==> src/rtl/noc_pkg.sv <==
// ============================================================================
// Module : noc_pkg
// Brief  : Shared NoC router definitions: port indices, arbiter FSM states,
//          flit-type encodings.
// Rev    : 1.0  initial release
// ============================================================================
`default_nettype none

`ifndef HEADER
`define HEADER  3'b001
`endif
`ifndef PAYLOAD
`define PAYLOAD 3'b010
`endif
`ifndef TAIL
`define TAIL    3'b100
`endif

package noc_pkg;
  localparam int P_N    = 0;
  localparam int P_E    = 1;
  localparam int P_W    = 2;
  localparam int P_S    = 3;
  localparam int P_L    = 4;
  localparam int NPORTS = 5;

  typedef enum logic [0:0] {
    IDLE = 1'b0,
    LOCK = 1'b1
  } arb_state_t;
endpackage

`default_nettype wire

==> src/rtl/lbdr_out_arbiter_if.sv <==
// ============================================================================
// Module : lbdr_out_arbiter_if
// Brief  : Request/flow-control bundle between input FIFOs and one output
//          arbiter.
// Rev    : 1.0  initial release
// ============================================================================
`default_nettype none

interface lbdr_out_arbiter_if #(
  parameter int CW = 3
);
  import noc_pkg::*;

  logic [NPORTS-1:0]   req;
  logic [NPORTS-1:0]   empty;
  logic [3*NPORTS-1:0] flit_id;
  logic                credit_in;
  logic [NPORTS-1:0]   rd_en;
  logic                valid_out;
  logic [2:0]          xbar_sel;
  logic [NPORTS-1:0]   grant;
  logic [CW-1:0]       credits;

  modport slave (
    input  req, empty, flit_id, credit_in,
    output rd_en, valid_out, xbar_sel, grant, credits
  );

  modport master (
    output req, empty, flit_id, credit_in,
    input  rd_en, valid_out, xbar_sel, grant, credits
  );
endinterface

`default_nettype wire

==> src/rtl/lbdr_out_arbiter_rr_pick.sv <==
// ============================================================================
// Module : rr_pick
// Brief  : Combinational 5-way rotating priority encoder; searches upward
//          from ptr with wrap 4->0.
// Rev    : 1.0  initial release
// ============================================================================
`default_nettype none

module rr_pick
  import noc_pkg::*;
(
  input  logic [NPORTS-1:0] eligible,
  input  logic [2:0]        ptr,
  output logic              any,
  output logic [2:0]        idx,
  output logic [NPORTS-1:0] onehot
);

  logic [2:0] cand;

  // Walk the offsets from farthest to nearest so the nearest hit wins.
  always_comb begin
    any    = 1'b0;
    idx    = 3'd0;
    onehot = '0;
    cand   = 3'd0;
    for (int k = NPORTS - 1; k >= 0; k--) begin
      cand = 3'((int'(ptr) + k) % NPORTS);
      if (eligible[cand]) begin
        any = 1'b1;
        idx = cand;
      end
    end
    onehot[idx] = any;
  end

endmodule

`default_nettype wire

==> src/rtl/lbdr_out_arbiter.sv <==
// ============================================================================
// Module : lbdr_out_arbiter
// Brief  : Per-output round-robin arbiter with wormhole locking and
//          credit-based flow control.
// Rev    : 1.0  initial release
// ============================================================================
`default_nettype none

`ifndef HEADER
`define HEADER  3'b001
`endif
`ifndef TAIL
`define TAIL    3'b100
`endif

module lbdr_out_arbiter
  import noc_pkg::*;
#(
  parameter int DEPTH = 4,
  parameter int CW    = 3
) (
  input  logic               clk,
  input  logic               rst,
  lbdr_out_arbiter_if.slave  bus
);

  arb_state_t        r_state, w_state_n;
  logic [2:0]        r_ptr, w_ptr_n;
  logic [2:0]        r_sel, w_sel_n;
  logic [NPORTS-1:0] r_grant, w_grant_n;
  logic [CW-1:0]     r_credits, w_credits_n;

  logic [2:0]        w_fid [NPORTS];
  logic [NPORTS-1:0] w_elig;
  logic              w_any;
  logic [2:0]        w_idx;
  logic [NPORTS-1:0] w_onehot;
  logic              w_xfer;
  logic [2:0]        w_fid_g;

  for (genvar i = 0; i < NPORTS; i++) begin : g_unpack
    assign w_fid[i]  = bus.flit_id[3*i +: 3];
    assign w_elig[i] = bus.req[i] & ~bus.empty[i] & (w_fid[i] == `HEADER);
  end

  rr_pick u_pick (
    .eligible (w_elig),
    .ptr      (r_ptr),
    .any      (w_any),
    .idx      (w_idx),
    .onehot   (w_onehot)
  );

  assign w_fid_g = w_fid[r_sel];
  // Reset also masks the read strobe so no FIFO pops while the lock is dropped.
  assign w_xfer  = ~rst & (r_state == LOCK) & ~bus.empty[r_sel] & (r_credits != '0);

  assign bus.rd_en     = w_xfer ? r_grant : '0;
  assign bus.valid_out = |bus.rd_en;
  assign bus.grant     = r_grant;
  assign bus.xbar_sel  = r_sel;
  assign bus.credits   = r_credits;

  always_comb begin
    w_state_n = r_state;
    w_grant_n = r_grant;
    w_sel_n   = r_sel;
    w_ptr_n   = r_ptr;
    case (r_state)
      IDLE: begin
        if (w_any) begin
          w_state_n = LOCK;
          w_grant_n = w_onehot;
          w_sel_n   = w_idx;
        end
      end
      LOCK: begin
        if (w_xfer && (w_fid_g == `TAIL)) begin
          w_state_n = IDLE;
          w_grant_n = '0;
          w_ptr_n   = (r_sel == 3'(NPORTS - 1)) ? 3'd0 : r_sel + 3'd1;
        end
      end
      default: w_state_n = IDLE;
    endcase
  end

  always_comb begin
    w_credits_n = r_credits;
    case ({w_xfer, bus.credit_in})
      2'b10:   w_credits_n = r_credits - 1'b1;
      2'b01:   if (r_credits != CW'(DEPTH)) w_credits_n = r_credits + 1'b1;
      default: w_credits_n = r_credits;
    endcase
  end

  always_ff @(posedge clk) begin
    if (rst) begin
      r_state   <= IDLE;
      r_ptr     <= 3'd0;
      r_sel     <= 3'd0;
      r_grant   <= '0;
      r_credits <= CW'(DEPTH);
    end else begin
      r_state   <= w_state_n;
      r_ptr     <= w_ptr_n;
      r_sel     <= w_sel_n;
      r_grant   <= w_grant_n;
      r_credits <= w_credits_n;
    end
  end

endmodule

`default_nettype wire

==> src/flat_wrapper.sv <==
// flat-port wrapper written by rule: the top's interface ports become plain ports
module lbdr_out_arbiter_flat import noc_pkg::*;
#(
  parameter int DEPTH = 4,
  parameter int CW    = 3
)
  (clk, rst, bus_req, bus_empty, bus_flit_id, bus_credit_in, bus_rd_en, bus_valid_out, bus_xbar_sel, bus_grant, bus_credits);
  lbdr_out_arbiter_if #(.CW(CW)) bus_i ();
  input  logic clk;
  input  logic rst;
  input wire logic [$bits(bus_i.req)-1:0] bus_req;
  input wire logic [$bits(bus_i.empty)-1:0] bus_empty;
  input wire logic [$bits(bus_i.flit_id)-1:0] bus_flit_id;
  input wire logic [$bits(bus_i.credit_in)-1:0] bus_credit_in;
  output wire logic [$bits(bus_i.rd_en)-1:0] bus_rd_en;
  output wire logic [$bits(bus_i.valid_out)-1:0] bus_valid_out;
  output wire logic [$bits(bus_i.xbar_sel)-1:0] bus_xbar_sel;
  output wire logic [$bits(bus_i.grant)-1:0] bus_grant;
  output wire logic [$bits(bus_i.credits)-1:0] bus_credits;
  assign bus_i.req = bus_req;
  assign bus_i.empty = bus_empty;
  assign bus_i.flit_id = bus_flit_id;
  assign bus_i.credit_in = bus_credit_in;
  assign bus_rd_en = bus_i.rd_en;
  assign bus_valid_out = bus_i.valid_out;
  assign bus_xbar_sel = bus_i.xbar_sel;
  assign bus_grant = bus_i.grant;
  assign bus_credits = bus_i.credits;
  lbdr_out_arbiter #(.DEPTH(DEPTH), .CW(CW)) u_core (.clk(clk), .rst(rst), .bus(bus_i));
endmodule
==> config.mk <==
export PLATFORM = sky130hd
export DESIGN_NAME = lbdr_out_arbiter_flat
export DESIGN_NICKNAME = d
export VERILOG_FILES = /design/src/rtl/noc_pkg.sv /design/src/rtl/lbdr_out_arbiter_if.sv /design/src/rtl/lbdr_out_arbiter_rr_pick.sv /design/src/rtl/lbdr_out_arbiter.sv /design/src/flat_wrapper.sv
export SDC_FILE = /design/constraint.sdc
export NUM_CORES = 1
export LEC_CHECK = 0
export ABC_AREA = 1
export CAP_MARGIN = 40
export CORE_MARGIN = 3
export CORE_UTILIZATION = 40
export DETAILED_ROUTE_END_ITERATION = 8
export PLACE_DENSITY_LB_ADDON = 0.25
export SETUP_SLACK_MARGIN = 0.1
export SLEW_MARGIN = 40
export SYNTH_ARGS = -nofsm -noshare
export SYNTH_HDL_FRONTEND = slang
export SYNTH_HIERARCHICAL = 1
export SYNTH_SLANG_ARGS = --single-unit
==> constraint.sdc <==
create_clock -name clk -period 10.6 [get_ports clk]
set_clock_uncertainty 0.15 [all_clocks]
set_input_delay 2.12 -clock clk [delete_from_list [all_inputs] [get_ports clk]]
set_output_delay 2.12 -clock clk [all_outputs]
set_load 0.03 [all_outputs]
* Yosys cells after proc, flatten, opt, wreduce, memory -nomap -nowiden
Cells that the tools add are included.
** Storage, ports and cells
- Logic and storage cells :: 108
- Register bits after elaboration :: 15
- Bits of input ports :: 28
- Output and inout bits :: 17
** Operators by class
- Equality and inequality tests :: 13
- Magnitude comparators :: 9
- Div/mod/pow operators :: 5
- Mux-type cells :: 37
- Add/sub/neg operators :: 7
- Bitwise logic cells :: 23
- Reduce and logical (&&, ||, !) cells :: 9
** Operators with widths (count)
- $mod 32x4->32 const B :: 4
- $mod 4x4->32 const B :: 1
- $lt 3x4->1 const B :: 7
- $mux 3 :: 9
- $bmux 1 s3 :: 6
- $eq 3x1->1 const B :: 5
- $mux 5 :: 3
- $mux 1 :: 14
- $and 1x1->1 :: 13
- $pmux 5 s2 :: 1
- $bmux 3 s3 :: 1
- $add 3x2->4 const B :: 2
- $not 1->1 :: 8
- $reduce_and 2->1 :: 4
- $add 3x1->3 const B :: 2
- $eq 3x3->1 const B :: 2
- $pmux 3 s2 :: 1
- $and 5x5->5 :: 1
- $reduce_or 5->1 :: 1
- $add 3x1->4 const B :: 1
- $add 3x3->4 const B :: 1
- $ge 4x4->1 const B :: 1
- $ne 2x2->1 const B :: 2
- $not 3->4 :: 1
- 11 further kinds :: 12

* Logic depth before layout (Yosys ltp)
- Word-level depth :: 17
- Depth in mapped cells :: 28
- Depth with buffers taken out :: 27

* Modules after synthesis
The synthesis kept the hierarchy.
** By module, submodules not included
- rr_pick :: area an instance 1273.7 um2, times used 1, seq. area each 0.0 um2, cells an instance 232
- lbdr_out_arbiter :: area an instance 969.7 um2, times used 1, seq. area each 300.3 um2, cells an instance 151

* Worst setup path before layout
OpenSTA, ideal clock, no wires.
- Path kind :: input -> output
- Start point :: input bus_empty[3]
- End point :: output bus_valid_out
- Data required time :: 8330 ps
- Arrival :: 3350 ps
- Cell stages on the path :: 9
- Path buffers :: 0
- Setup slack :: 4980 ps
- Cells stage by stage :: inv_1 nand2_1 nand3_1 nand2_1 nand2_2 nand2_4 nor2_1 nor3_1 nand3_1
** On the way
- Cells in the longest elaborated chain, start to end :: 7
** Ends and longest elaborated chain
- start, declared :: RTL line flat_wrapper.sv:12 : input wire logic [$bits(bus_i.empty)-1:0] bus_empty;
- $bmux 1 s3 :: RTL line lbdr_out_arbiter.sv:56 : assign w_xfer = ~rst & (r_state == LOCK) & ~bus.empty[r_sel] & (r_credits != '0);
- $mux 1 (not written as such) :: RTL line lbdr_out_arbiter.sv:56
- $not 1->1 :: RTL line lbdr_out_arbiter.sv:56
- $and 1x1->1 (2 in a row) :: RTL line lbdr_out_arbiter.sv:56
- $mux 5 :: RTL line lbdr_out_arbiter.sv:58 : assign bus.rd_en = w_xfer ? r_grant : '0;
- named net bus_rd_en[1] :: RTL line flat_wrapper.sv:15 : output wire logic [$bits(bus_i.rd_en)-1:0] bus_rd_en;
- $reduce_or 5->1 :: RTL line lbdr_out_arbiter.sv:59 : assign bus.valid_out = |bus.rd_en;
- end, declared :: RTL line flat_wrapper.sv:16 : output wire logic [$bits(bus_i.valid_out)-1:0] bus_valid_out;
The timed path passes the listed nets, and every way through them passes these cells. The select of a mux whose other input is x is not followed.

* Worst setup path in the final report
- Start point :: input rst
- End point :: output bus_valid_out
** On the way
- Cells in the longest elaborated chain, start to end :: 6
** Ends and longest elaborated chain
- start, declared :: RTL line flat_wrapper.sv:10 : input logic rst;
- $not 1->1 :: RTL line lbdr_out_arbiter.sv:56
- $and 1x1->1 (3 in a row) :: RTL line lbdr_out_arbiter.sv:56
- $mux 5 :: RTL line lbdr_out_arbiter.sv:58
- $reduce_or 5->1 :: RTL line lbdr_out_arbiter.sv:59
Every way passes these cells.

==> results.sh <==
export IMPL_io_pins=45
export IMPL_layout_common_cells="nand2_1, inv_1, nand3_1"
export IMPL_combPwrFrac=0.654
export IMPL_viasPerCell=4.93
export IMPL_vdd_ir_drop_max_v=0.000153
export IMPL_cp_required_ps=8330
export IMPL_crit_path_max_fanout=7
export IMPL_fin_cells=499
export IMPL_synthToLayoutAreaGrowth_pct=25.0
export IMPL_dp_slack_ps=4230
export IMPL_cellPowerDensity_nw_per_um2=139
export IMPL_worstPathArrival_ps=4100
export IMPL_placedInstanceArea_um2=2760
export IMPL_timing_setup_tns_ps=0
export IMPL_pwr_share_clk=0.119
export IMPL_holdWs_ps=356
export IMPL_num_vias=2460
export IMPL_cts_sinks=15
export IMPL_routed_wl_mm=5.70
export IMPL_grt_pass1_wl_mm=9.65
export IMPL_cp_buffers_inverters=2
export IMPL_die_x_um=80.9
export IMPL_antenna_found_initial=0
export IMPL_cts_hold_buffers=0
export IMPL_numCtsBuffers=3
export IMPL_crit_family="buffers and inverters"
export IMPL_grt_setup_unrepaired="false"
export IMPL_drive_gt1_frac=0.105
export IMPL_layout_commonest_cell="nand2_1"
export IMPL_syn_cell_area_um2=2240
export IMPL_grt_pass1_vias=2246
export IMPL_path_class="primary input to output port"
export IMPL_drv_cap=0
export IMPL_cts_tree="yes"
export IMPL_finalSetupViolCount=0
export IMPL_grt_max_degree=17
export IMPL_status="finished, final reports clean"
export IMPL_cts_resized=0
export IMPL_slew_limit_headroom=0.520
export IMPL_die_h_um=80.9
export IMPL_drv_slew=0
export IMPL_clk_latency_ps=250
export IMPL_design_area_um2=2800
export IMPL_hp_class="register to register"
export IMPL_endpoint_kind="output port"
export IMPL_cts_path_max_buffers=2
export IMPL_slowest_delay_ps=670
export IMPL_ys_warn_count=6
export IMPL_place_congestion=0.843
export IMPL_post_route_period_util=0.601
export IMPL_drc=0
export IMPL_antennaDiodeCount=0
export IMPL_yosys_top_cells_area="nand2_1, dfxtp_1, ha_1"
export IMPL_grtUsageTotal=0.178
export IMPL_final_hold_viol_count=0
export IMPL_p_seq_frac=0.228
export IMPL_cts_root_buf="clkbuf_8"
export IMPL_grt_overflow_total=0
export IMPL_fp_coreArea_um2=5270
export IMPL_post_cts_repair_setup_buffers=0
export IMPL_place_inst=495
export IMPL_antenna_left=0
export IMPL_fin_nets=479
export IMPL_post_route_min_period_ps=6370
export IMPL_cts_htree_levels=1
export IMPL_slowest_stage="clkdlybuf4s50_1"
export IMPL_synth_cell_types=35
export IMPL_switching_share=0.514
export IMPL_max_freq_mhz=157
export IMPL_dr_pass1_iters=4
export IMPL_ys_ff_latch=15
export IMPL_power_mw=0.391
export IMPL_worst_pin_slew_ps=714
export IMPL_critical_path_cell_chain="clkdlybuf4s50_1 -> nor2_1 -> nand2_1 -> nor2_4 -> nand2_4 -> nor2_1 -> nor3_1 -> nand3_1 -> clkdlybuf4s50_1"
export IMPL_avgSynthCellArea_um2=5.86
export IMPL_postLayoutCoreUtil=0.532
export IMPL_synth_top_cell_area_share=0.149
export IMPL_port_buffers=44
export IMPL_ys_seq_area_frac=0.134
export IMPL_start_util=0.426
export IMPL_setup_ws_ps=4230
export IMPL_leakagePower_nw=1.36
export IMPL_cp_start_kind="primary input"
export IMPL_synth_fp_nets=432
export IMPL_p_int_mw=0.190
export IMPL_yosys_area_top_type="nand2_1"
export IMPL_drtIter0Drc=122
export IMPL_fp_row_count=26
export IMPL_p_sw_mw=0.201
export IMPL_synthCells=383
export IMPL_place_hpwl_mm=4.76
export IMPL_clk_transition_reported_paths_ps=60
export IMPL_wl_per_cell_um=11.4
export IMPL_die_area_um2=6540
## synth_stat cells (all sizes together)
library cell / n
xor2: 4
o21ai: 27
clkinv: 2
nor3: 6
buf: 2
nand2: 108
fa: 1
a21oi: 14
xnor2: 2
or2: 1
nand3b: 5
nand4: 7
a22oi: 1
nor2: 34
ha: 20
o22ai: 2
nor3b: 1
nand3: 56
inv: 71
nor4: 2
dfxtp: 15
o211ai: 2
## layout make-up
| class | instances | area, um2 |
|---|---|---|
| fillers | 553 | 2470 |
| multi-input cells | 293 | 1650 |
| inverters | 73 | 278 |
| repair buffers | 44 | 440 |
| clock buffers | 4 | 45.0 |
| well taps | 70 | 87.6 |
| flip-flops and latches | 15 | 300 |
## flip-flops by register name, summed over array words and instances, names as in the netlist
name / flops
u_core/bus.credits: 3
u_core/bus.grant: 5
u_core/bus.xbar_sel: 3
u_core/r_state: 1
u_core/r_ptr: 3
## per-layer routing
layer / share of wire / wire length, um / track usage / up-vias
met1: 0.50 / 2850 / 0.247 / 1108
li1: - / - / - / 1322
met2: 0.47 / 2690 / 0.305 / 25
met3: 0.019 / 111 / 0.00887 / 5
met4: 0.0081 / 46 / 0.0372 / 0
met5: 0 / 0 / 0 / -
## power by group through the flow
stage / sequential, mW / clock, mW / combinational [mW]
global placement: 0.0904 / 0 / 0.251
finish: 0.0889 / 0.0464 / 0.255
CTS: 0.0894 / 0.0479 / 0.256
floorplan: 0.107 / 0 / 0.170
detailed placement: 0.0903 / 0 / 0.255
global route: 0.0918 / 0.0501 / 0.291
## logic make-up after synthesis
logic type / count (synthesis) / share of synthesized area
flip-flops: 15 / 0.134
buffers and inverters: 75 / 0.129
AND/OR/NAND/NOR: 220 / 0.482
XOR/XNOR: 6 / 0.0234
AO/OA/AOI/OAI: 46 / 0.110
adder cells (fa/ha/maj): 21 / 0.120
## worst paths after layout
check | startpoint | slack, ps | endpoint | cells after the start
worst max-delay path | rst | 4230 | bus_valid_out | 9
worst min-delay path | u_core/bus.grant[2]$_SDFFE_PP0P_ | 360 | u_core/bus.grant[2]$_SDFFE_PP0P_ | 2
worst max register to register | u_core/r_ptr[0]$_SDFFE_PP0P_ | 6180 | u_core/bus.xbar_sel[0]$_SDFFE_PP0P_ | 19
worst min register to register | u_core/bus.grant[2]$_SDFFE_PP0P_ | 360 | u_core/bus.grant[2]$_SDFFE_PP0P_ | 2
## worst reg2reg max path: stages, from the launching register on
cell and delay [ps]:
dfxtp_1 760, inv_2 260, ha_1 550, inv_2 140, nor2_2 140, inv_2 50
ha_1 260, nand3b_1 150, nand2_1 180, nand3_2 140, nand2_1 140, nand4_1 200
nand2_2 150, nor3b_1 50, nand4_1 150, inv_1 60, nor2_1 270, inv_1 240
o21ai_0 200, a21oi_1 50
No activity file was read; power rests on OpenSTA's default activity.
